<file path="config.mk">
export PLATFORM = sky130hd
export DESIGN_NAME = booth_seq_ctrl_flat
export DESIGN_NICKNAME = d
export VERILOG_FILES = /design/src/rtl/booth_seq_ctrl_if.sv /design/src/rtl/booth_seq_ctrl.sv /design/src/flat_wrapper.sv
export SDC_FILE = /design/constraint.sdc
export NUM_CORES = 1
export LEC_CHECK = 0
export BUFFER_PORTS_ARGS = -buffer_cell sky130_fd_sc_hd__buf_2
export CAP_MARGIN = 20
export CORE_ASPECT_RATIO = 1.25
export CORE_UTILIZATION = 57
export DETAILED_ROUTE_END_ITERATION = 16
export PLACE_DENSITY = 0.83
export SKIP_CTS_REPAIR_TIMING = 1
export SLEW_MARGIN = 10
export SYNTH_ARGS = -nofsm -noshare
export SYNTH_HDL_FRONTEND = slang
export SYNTH_SLANG_ARGS = --single-unit
</file>
<file path="constraint.sdc">
create_clock -name clk -period 4.8 [get_ports clk]
set_input_delay 0.72 -clock clk [delete_from_list [all_inputs] [get_ports clk]]
set_output_delay 0.72 -clock clk [all_outputs]
set_load 0.1 [all_outputs]
</file>
<file path="src/rtl/booth_seq_ctrl_if.sv">
// Operand/result handshake bundle for the sequential Booth multiplier.
// The master side issues operands and consumes products. The slave side is the controller.
interface booth_seq_ctrl_if #(
    parameter int WIDTH = 32
) ();
    localparam int CW = $clog2(WIDTH + 1);

    logic                   in_valid;
    logic                   in_ready;
    logic [WIDTH-1:0]       multiplicand;
    logic [WIDTH-1:0]       multiplier;
    logic                   out_valid;
    logic                   out_ready;
    logic [2*WIDTH-1:0]     product;
    logic                   busy;
    logic [CW-1:0]          step_count;

    modport master (
        output in_valid, multiplicand, multiplier, out_ready,
        input  in_ready, out_valid, product, busy, step_count
    );

    modport slave (
        input  in_valid, multiplicand, multiplier, out_ready,
        output in_ready, out_valid, product, busy, step_count
    );
endinterface

</file>
<file path="src/rtl/booth_seq_ctrl.sv">
// Sequential radix-2 Booth multiplier controller.
// Performs one add/sub plus arithmetic-shift step per clock for WIDTH clocks.
// The signed product is then held until the consumer takes it.
module booth_seq_ctrl #(
    parameter int WIDTH = 32
) (
    input  logic              clk,
    input  logic              rst_n,
    booth_seq_ctrl_if.slave   bus
);
    localparam int CW = $clog2(WIDTH + 1);

    typedef enum logic [1:0] {StIdle, StRun, StDone} state_e;

    state_e               state_q, state_d;
    // A and M carry one guard bit so that negating -2^(WIDTH-1) cannot overflow.
    logic [WIDTH:0]       a_q, a_d;
    logic [WIDTH:0]       m_q, m_d;
    logic [WIDTH-1:0]     q_q, q_d;
    logic                 q1_q, q1_d;
    logic [CW-1:0]        cnt_q, cnt_d;
    logic [2*WIDTH-1:0]   prod_q, prod_d;
    logic [WIDTH:0]       t;

    // Booth recoding of {Q[0], Q_1}: add M, subtract M, or pass A through.
    always_comb begin
        t = a_q;
        unique case ({q_q[0], q1_q})
            2'b01:   t = a_q + m_q;
            2'b10:   t = a_q - m_q;
            default: t = a_q;
        endcase
    end

    // Next-state logic: accept in IDLE, step in RUN, hold the product in DONE.
    always_comb begin
        state_d = state_q;
        a_d     = a_q;
        m_d     = m_q;
        q_d     = q_q;
        q1_d    = q1_q;
        cnt_d   = cnt_q;
        prod_d  = prod_q;
        unique case (state_q)
            StIdle: begin
                if (bus.in_valid) begin
                    a_d     = '0;
                    m_d     = {bus.multiplicand[WIDTH-1], bus.multiplicand};
                    q_d     = bus.multiplier;
                    q1_d    = 1'b0;
                    cnt_d   = '0;
                    state_d = StRun;
                end
            end
            StRun: begin
                // Arithmetic right shift of {T, Q, Q_1}.
                a_d   = {t[WIDTH], t[WIDTH:1]};
                q_d   = {t[0], q_q[WIDTH-1:1]};
                q1_d  = q_q[0];
                cnt_d = cnt_q + 1'b1;
                if (cnt_q == CW'(WIDTH - 1)) begin
                    // Capture the product on the final step so it survives the next accept.
                    prod_d  = {a_d[WIDTH-1:0], q_d};
                    state_d = StDone;
                end
            end
            StDone: begin
                if (bus.out_ready) begin
                    state_d = StIdle;
                end
            end
            default: state_d = StIdle;
        endcase
    end

    // State registers with synchronous active-low reset.
    always_ff @(posedge clk) begin
        if (!rst_n) begin
            state_q <= StIdle;
            a_q     <= '0;
            m_q     <= '0;
            q_q     <= '0;
            q1_q    <= 1'b0;
            cnt_q   <= '0;
            prod_q  <= '0;
        end else begin
            state_q <= state_d;
            a_q     <= a_d;
            m_q     <= m_d;
            q_q     <= q_d;
            q1_q    <= q1_d;
            cnt_q   <= cnt_d;
            prod_q  <= prod_d;
        end
    end

    // Handshake and status outputs decoded from the current state.
    always_comb begin
        bus.in_ready   = (state_q == StIdle);
        bus.busy       = (state_q != StIdle);
        bus.out_valid  = (state_q == StDone);
        bus.product    = prod_q;
        bus.step_count = cnt_q;
    end
endmodule

</file>
<file path="src/flat_wrapper.sv">
// flat-port wrapper written by rule: the top's interface ports become plain ports
module booth_seq_ctrl_flat 
#(
    parameter int WIDTH = 32
)
  (clk, rst_n, bus_in_valid, bus_multiplicand, bus_multiplier, bus_out_ready, bus_in_ready, bus_out_valid, bus_product, bus_busy, bus_step_count);
  booth_seq_ctrl_if #(.WIDTH(WIDTH)) bus_i ();
  input  logic clk;
  input  logic rst_n;
  input wire logic [$bits(bus_i.in_valid)-1:0] bus_in_valid;
  input wire logic [$bits(bus_i.multiplicand)-1:0] bus_multiplicand;
  input wire logic [$bits(bus_i.multiplier)-1:0] bus_multiplier;
  input wire logic [$bits(bus_i.out_ready)-1:0] bus_out_ready;
  output wire logic [$bits(bus_i.in_ready)-1:0] bus_in_ready;
  output wire logic [$bits(bus_i.out_valid)-1:0] bus_out_valid;
  output wire logic [$bits(bus_i.product)-1:0] bus_product;
  output wire logic [$bits(bus_i.busy)-1:0] bus_busy;
  output wire logic [$bits(bus_i.step_count)-1:0] bus_step_count;
  assign bus_i.in_valid = bus_in_valid;
  assign bus_i.multiplicand = bus_multiplicand;
  assign bus_i.multiplier = bus_multiplier;
  assign bus_i.out_ready = bus_out_ready;
  assign bus_in_ready = bus_i.in_ready;
  assign bus_out_valid = bus_i.out_valid;
  assign bus_product = bus_i.product;
  assign bus_busy = bus_i.busy;
  assign bus_step_count = bus_i.step_count;
  booth_seq_ctrl #(.WIDTH(WIDTH)) u_core (.clk(clk), .rst_n(rst_n), .bus(bus_i));
endmodule
</file>
**Yosys cells after proc, flatten, opt, wreduce, memory -nomap -nowiden**

Cells that the tools add are included.

- Register bits after elaboration: 170
- Input bits: 68
- Output and inout bits: 73
- Word-level logic and storage cells: 38

- $add $sub $neg: 3
- Equality and inequality tests: 8
- Mux-type cells: 13
- Reductions and logical operators: 7

Operators with widths:

| cell | count |
|---|---|
| case mux 33 bit (2 select lines) | 2 |
| case mux 32 bit (2 select lines) | 1 |
| adder 33 bit | 1 |
| two-way mux 33 bit | 1 |
| subtractor 33 bit | 1 |
| two-way mux 32 bit | 1 |
| case mux 6 bit (2 select lines) | 1 |
| adder 6 x 1 -> 6 bit (second input constant) | 1 |
| equality test 6 x 5 -> 1 bit (second input constant) | 1 |
| two-way mux 2 bit | 3 |
| two-way mux 6 bit | 1 |
| case mux 2 bit (3 select lines) | 1 |
| AND reduction 2 bit | 3 |
| equality test 2 x 1 -> 1 bit (second input constant) | 2 |
| equality test 2 bit (second input constant) | 2 |
| != test 2 bit (second input constant) | 2 |
| nonzero test 2 bit | 2 |
| AND reduction 3 bit | 1 |
| logical NOT 2 bit | 1 |
| != test 2 x 1 -> 1 bit (second input constant) | 1 |
| case mux 1 bit (2 select lines) | 1 |
| two-way mux 1 bit | 1 |

**Logic depth before layout (Yosys ltp)**

- Word-level depth: 3
- Gate-level depth with buffers: 20
- Mapped depth without buffers: 19

**Worst setup path before layout**

OpenSTA, ideal clock, no wires.

- Path kind: register -> register
- From: reg u_core.m_q[2]
- To: reg u_core.a_q[31]
- Library setup time: 0.062 ns
- Arrival time: 4.266 ns
- Data required time: 4.738 ns
- Path slack: 0.472 ns
- Cell stages (with the launch flop): 19
- Buffers on the path: 0
- Clock period less this slack: 4.328 ns
- Path through: dfxtp_1 -> nor4_2 -> nand2b_1 -> nor3_1 -> nand3_1 -> nor3_1 -> nand2_1 -> nor3_1 -> a21oi_1 -> xnor2_1 -> ha_1 -> a211o_1 -> a31oi_1 -> o21ai_0 -> or2_1 -> or4b_1 -> nor4b_4 -> or4_1 -> nand3_1

- Longest elaborated chain between the ends: 3
- Elaborated cells between the ends (all ways): 4
- Those cells by class: add/sub (2); mux (2)

RTL lines:

| item | line | RTL |
|---|---|---|
| start: declaration | booth_seq_ctrl.sv:18 | `logic [WIDTH:0] m_q, m_d;` |
| start signal: assignment | booth_seq_ctrl.sv:89 | `m_q <= m_d;` |
| subtractor 33 bit / adder 33 bit (equally long branches) | booth_seq_ctrl.sv:30, booth_seq_ctrl.sv:29 |  |
| case mux 33 bit (2 select lines) * | booth_seq_ctrl.sv:28 | `unique case ({q_q[0], q1_q})` |
| case mux 33 bit (2 select lines) * | booth_seq_ctrl.sv:44 | `unique case (state_q)` |
| end signal: assignment | booth_seq_ctrl.sv:80 | `a_q <= '0;` |
| end signal: assignment | booth_seq_ctrl.sv:88 | `a_q <= a_d;` |
| end: declaration | booth_seq_ctrl.sv:17 | `logic [WIDTH:0] a_q, a_d;` |

Mark *: on every way between the ends. The rest lies on a longest branch, timed or not.
A chain may end at the register's enable or synchronous reset.

**Worst setup path after layout**

- From: reg u_core.m_q[0]
- To: reg u_core.a_q[31]

Same word-level chain as after synthesis.

==> reports/metrics.cfg <==
[routing]
drtIter0Drc = 839
wl_per_cell_um = 15.60
routed_wl_um = 23580
vias = 8791
drc = 0
dr.pass1.iters = 5
via_per_inst = 5.814
postRouteAntennaNets = 0

[synthesis]
muxShareOfSynthArea_pct = 1.037
synthSimpleGateAreaFrac_pct = 22.95
synth_edf_count = 0
synth_top_cell_area_share_pct = 37.40
mappedNetlistNets = 1293
synth_xor_area_share_pct = 5.712
avgSynthCellArea_um2 = 7.608
synth_compound_area_share_pct = 22.67
ys_warn_count = 0
synth_cell_types = 65
synth_seq_cells = 169
synth_cells = 1189
synth_area_leaders = dfxtp_1 37%, a21oi_1 9.6%, nand2_1 8.7%
synth_flop_cell = dfxtp_1
synthArstFlopShare_pct = 0
synth_top_family_by_area = simple AND/OR/NAND/NOR gates
syn_area_um2 = 9046
synthAdderAreaFrac_pct = 5.062
ys_seq_area_share_pct = 37.40
synth_top_area_cell = dfxtp_1

[final_layout]
finalNonFillerCells = 1512
drive_gt1_share_pct = 16.46
diodes = 0
seq_area_um2 = 3383
multi_input_area_um2 = 5211
final_common_cell = nand2_1
nFillCells = 1381
area_delta_synth_final_pct = 15.12
final_cell_area_um2 = 10410
fin_nets = 1391
final_cell_mix = 209 x nand2_1, 174 x a21oi_1, 169 x dfxtp_1, 140 x buf_2, 129 x nor2_1

[setup_path]
timing_worst_setup_path_type = reg2reg
path_max_fanout = 12
crit_chain = inv_1, ha_1, nor4b_1, and4b_2, nand3_1, nor2_1, a21oi_1, xnor2_1, ha_1, a21oi_1, nand2_1, a31oi_1, o21ai_0, or2_1, or4b_1, nor4b_4, or4_1, nand3_1
r2r_start = u_core.m_q[0]
worstRegToRegCells = 18
crit_buf_inv = 1
path_delay_family = simple AND/OR/NAND/NOR gates
reg2reg_slack_ps = 280
crit_slowest_cell = or4b_1
worstSetupEndpointType = flip-flop
slowest_delay_ps = 490
cp-start-kind = flip-flop
r2r-end = u_core.a_q[31]
crit_required_ps = 5170
cp.arrival_ps = 4890

[pwr]
power.density_nw_per_um2 = 371.3
leakage_nw = 4.264
ir_drop_uv = 214.3

[sta]
maxSlewHeadroom_pct = 35.38
setup_viol = 0
setup_tns_ps = 0
hold_violations = 0
finalCritPeriodShare_pct = 94.18
fin_crit_ps = 4521
hold_ws_ps = 451.1
tightest_slew_ps = 969.2
fmax_mhz = 221.2
slew_violations = 0
clock_skew_ps = 8.900

[clocking]
clk_latency_ps = 440
cts_buffers = 17
cts_buffer_depth = 2
cts.clk_slew.worst_paths_ps = 70
numClockSinks = 169
cts_tree = done
root_buffer = clkbuf_16
h-tree-depth = 4

[global_route]
antenna_found_initial = 0
grt_max_degree = 89
grt_overflow = 0
grt_pass1_vias = 7917
grt_usage_pct = 29.01
grt_pass1_wl_um = 38090

[run]
cap_violations = 0

[floorplanning]
start_util_pct = 58.10
num_rows = 51
core_um2 = 15570
die-area_um2 = 16380
die_x_um = 114.7
dieHeight_um = 142.9
pin_count = 141

[place]
dpl.hpwl_um = 16190
io_buffers = 140
post_dp_cell_area_um2 = 9778
dp_cells = 1480
place_congestion = 0.9458

[min_path]
hold_start = u_core.bus.product[9]
hp-class = reg2reg
min_path_cells = 2
min_to = u_core.bus.product[9]

[outcome]
status = completed

-- layout make-up --
class	instances	area share (%)
Multi-Input combinational cell	919	50.04
Sequential cell	169	32.49
Timing Repair Buffer	159	8.098
Clock buffer	17	4.085
Tap cell	212	2.547
Clock inverter	15	1.970
Inverter	21	0.7690
-- Yosys cell counts, types with 2 or more instances --
cell type / n
nand2_1: 210
a21oi_1: 174
dfxtp_1: 169
nor2_1: 129
o21ai_0: 64
clkbuf_1: 62
xnor2_1: 44
nand3_1: 38
ha_1: 35
nor3_1: 31
a31oi_1: 24
o221ai_1: 24
inv_1: 21
xor2_1: 15
a21o_1: 12
nand2b_1: 11
buf_1: 10
a22oi_1: 9
a211oi_1: 8
o211ai_1: 7
mux2i_1: 6
nand4_1: 5
nor2b_1: 5
or3_1: 5
o21a_1: 4
o31ai_1: 4
and2_1: 3
buf_6: 3
clkbuf_8: 3
mux2_2: 3
nand3b_1: 3
nor4_1: 3
o21bai_1: 3
o41ai_1: 3
a311oi_1: 2
a32oi_1: 2
and4_1: 2
nand4b_1: 2
nor4_2: 2
nor4b_1: 2
nor4b_4: 2
o311a_1: 2
-- worst min-delay path, cell delays in order, from the launching register on --
cell and delay, ps:
dfxtp_1 310, nand2_1 50, a21oi_1 50
-- flip-flops by register name (all words and copies together), names as in the netlist --
register,cells
u_core.a_q,32
u_core.q1_q,1
u_core.q_q,32
u_core.m_q,32
u_core.bus.product,64
u_core.bus.step_count,6
u_core.state_q,2
-- worst max path at each step --
stage / start / endpoint / slack [ps] / cells after the start
5_1_grt: u_core.m_q[2] / u_core.a_q[31] / -2 / 20
3_3_place_gp: u_core.m_q[0] / u_core.a_q[31] / 490 / 18
2_1_floorplan: u_core.m_q[2] / u_core.a_q[31] / 470 / 18
4_1_cts: u_core.m_q[2] / u_core.a_q[31] / 260 / 19
3_5_place_dp: u_core.m_q[0] / u_core.a_q[31] / 320 / 18
6_report: u_core.m_q[0] / u_core.a_q[31] / 280 / 18
-- routing by layer --
layer | track usage (%) | up-vias | part of all wire (%)
met1 | 36.50 | 4030 | 44
li1 | - | 4365 | -
met3 | 5.306 | 42 | 6.5
met4 | 9.433 | 0 | 2.0
met5 | 0 | - | 0
met2 | 49.86 | 354 | 47
-- cell families (layout without fill, tap and decap cells) --
family,after synthesis,in the layout
AO/OA/AOI/OAI,349,349
XOR/XNOR,59,59
adder cells (fa/ha/maj),36,36
buffers and inverters,101,212
flip-flops,169,169
multiplexers,9,9
AND/OR/NAND/NOR,466,466
-- metrics by stage --
step	util (%)	power, mW	setup WS (ps)
final	66.88	3.867	279.5
after global routing	66.88	4.032	-2.198
after CTS	66.85	3.859	263.6
after detailed placement	62.80	2.396	319.3
after global placement	62.80	2.381	492.2
after floorplan	-	2.204	472.2
-- power by group --
part | internal, mW | switching (mW) | leakage [nW]
combinational | 0.328 | 0.540 | 2.58
sequential | 1.46 | 0.0606 | 1.38
clock | 0.841 | 0.638 | 0.307
Note: power is estimated with default switching activity, not from simulation.
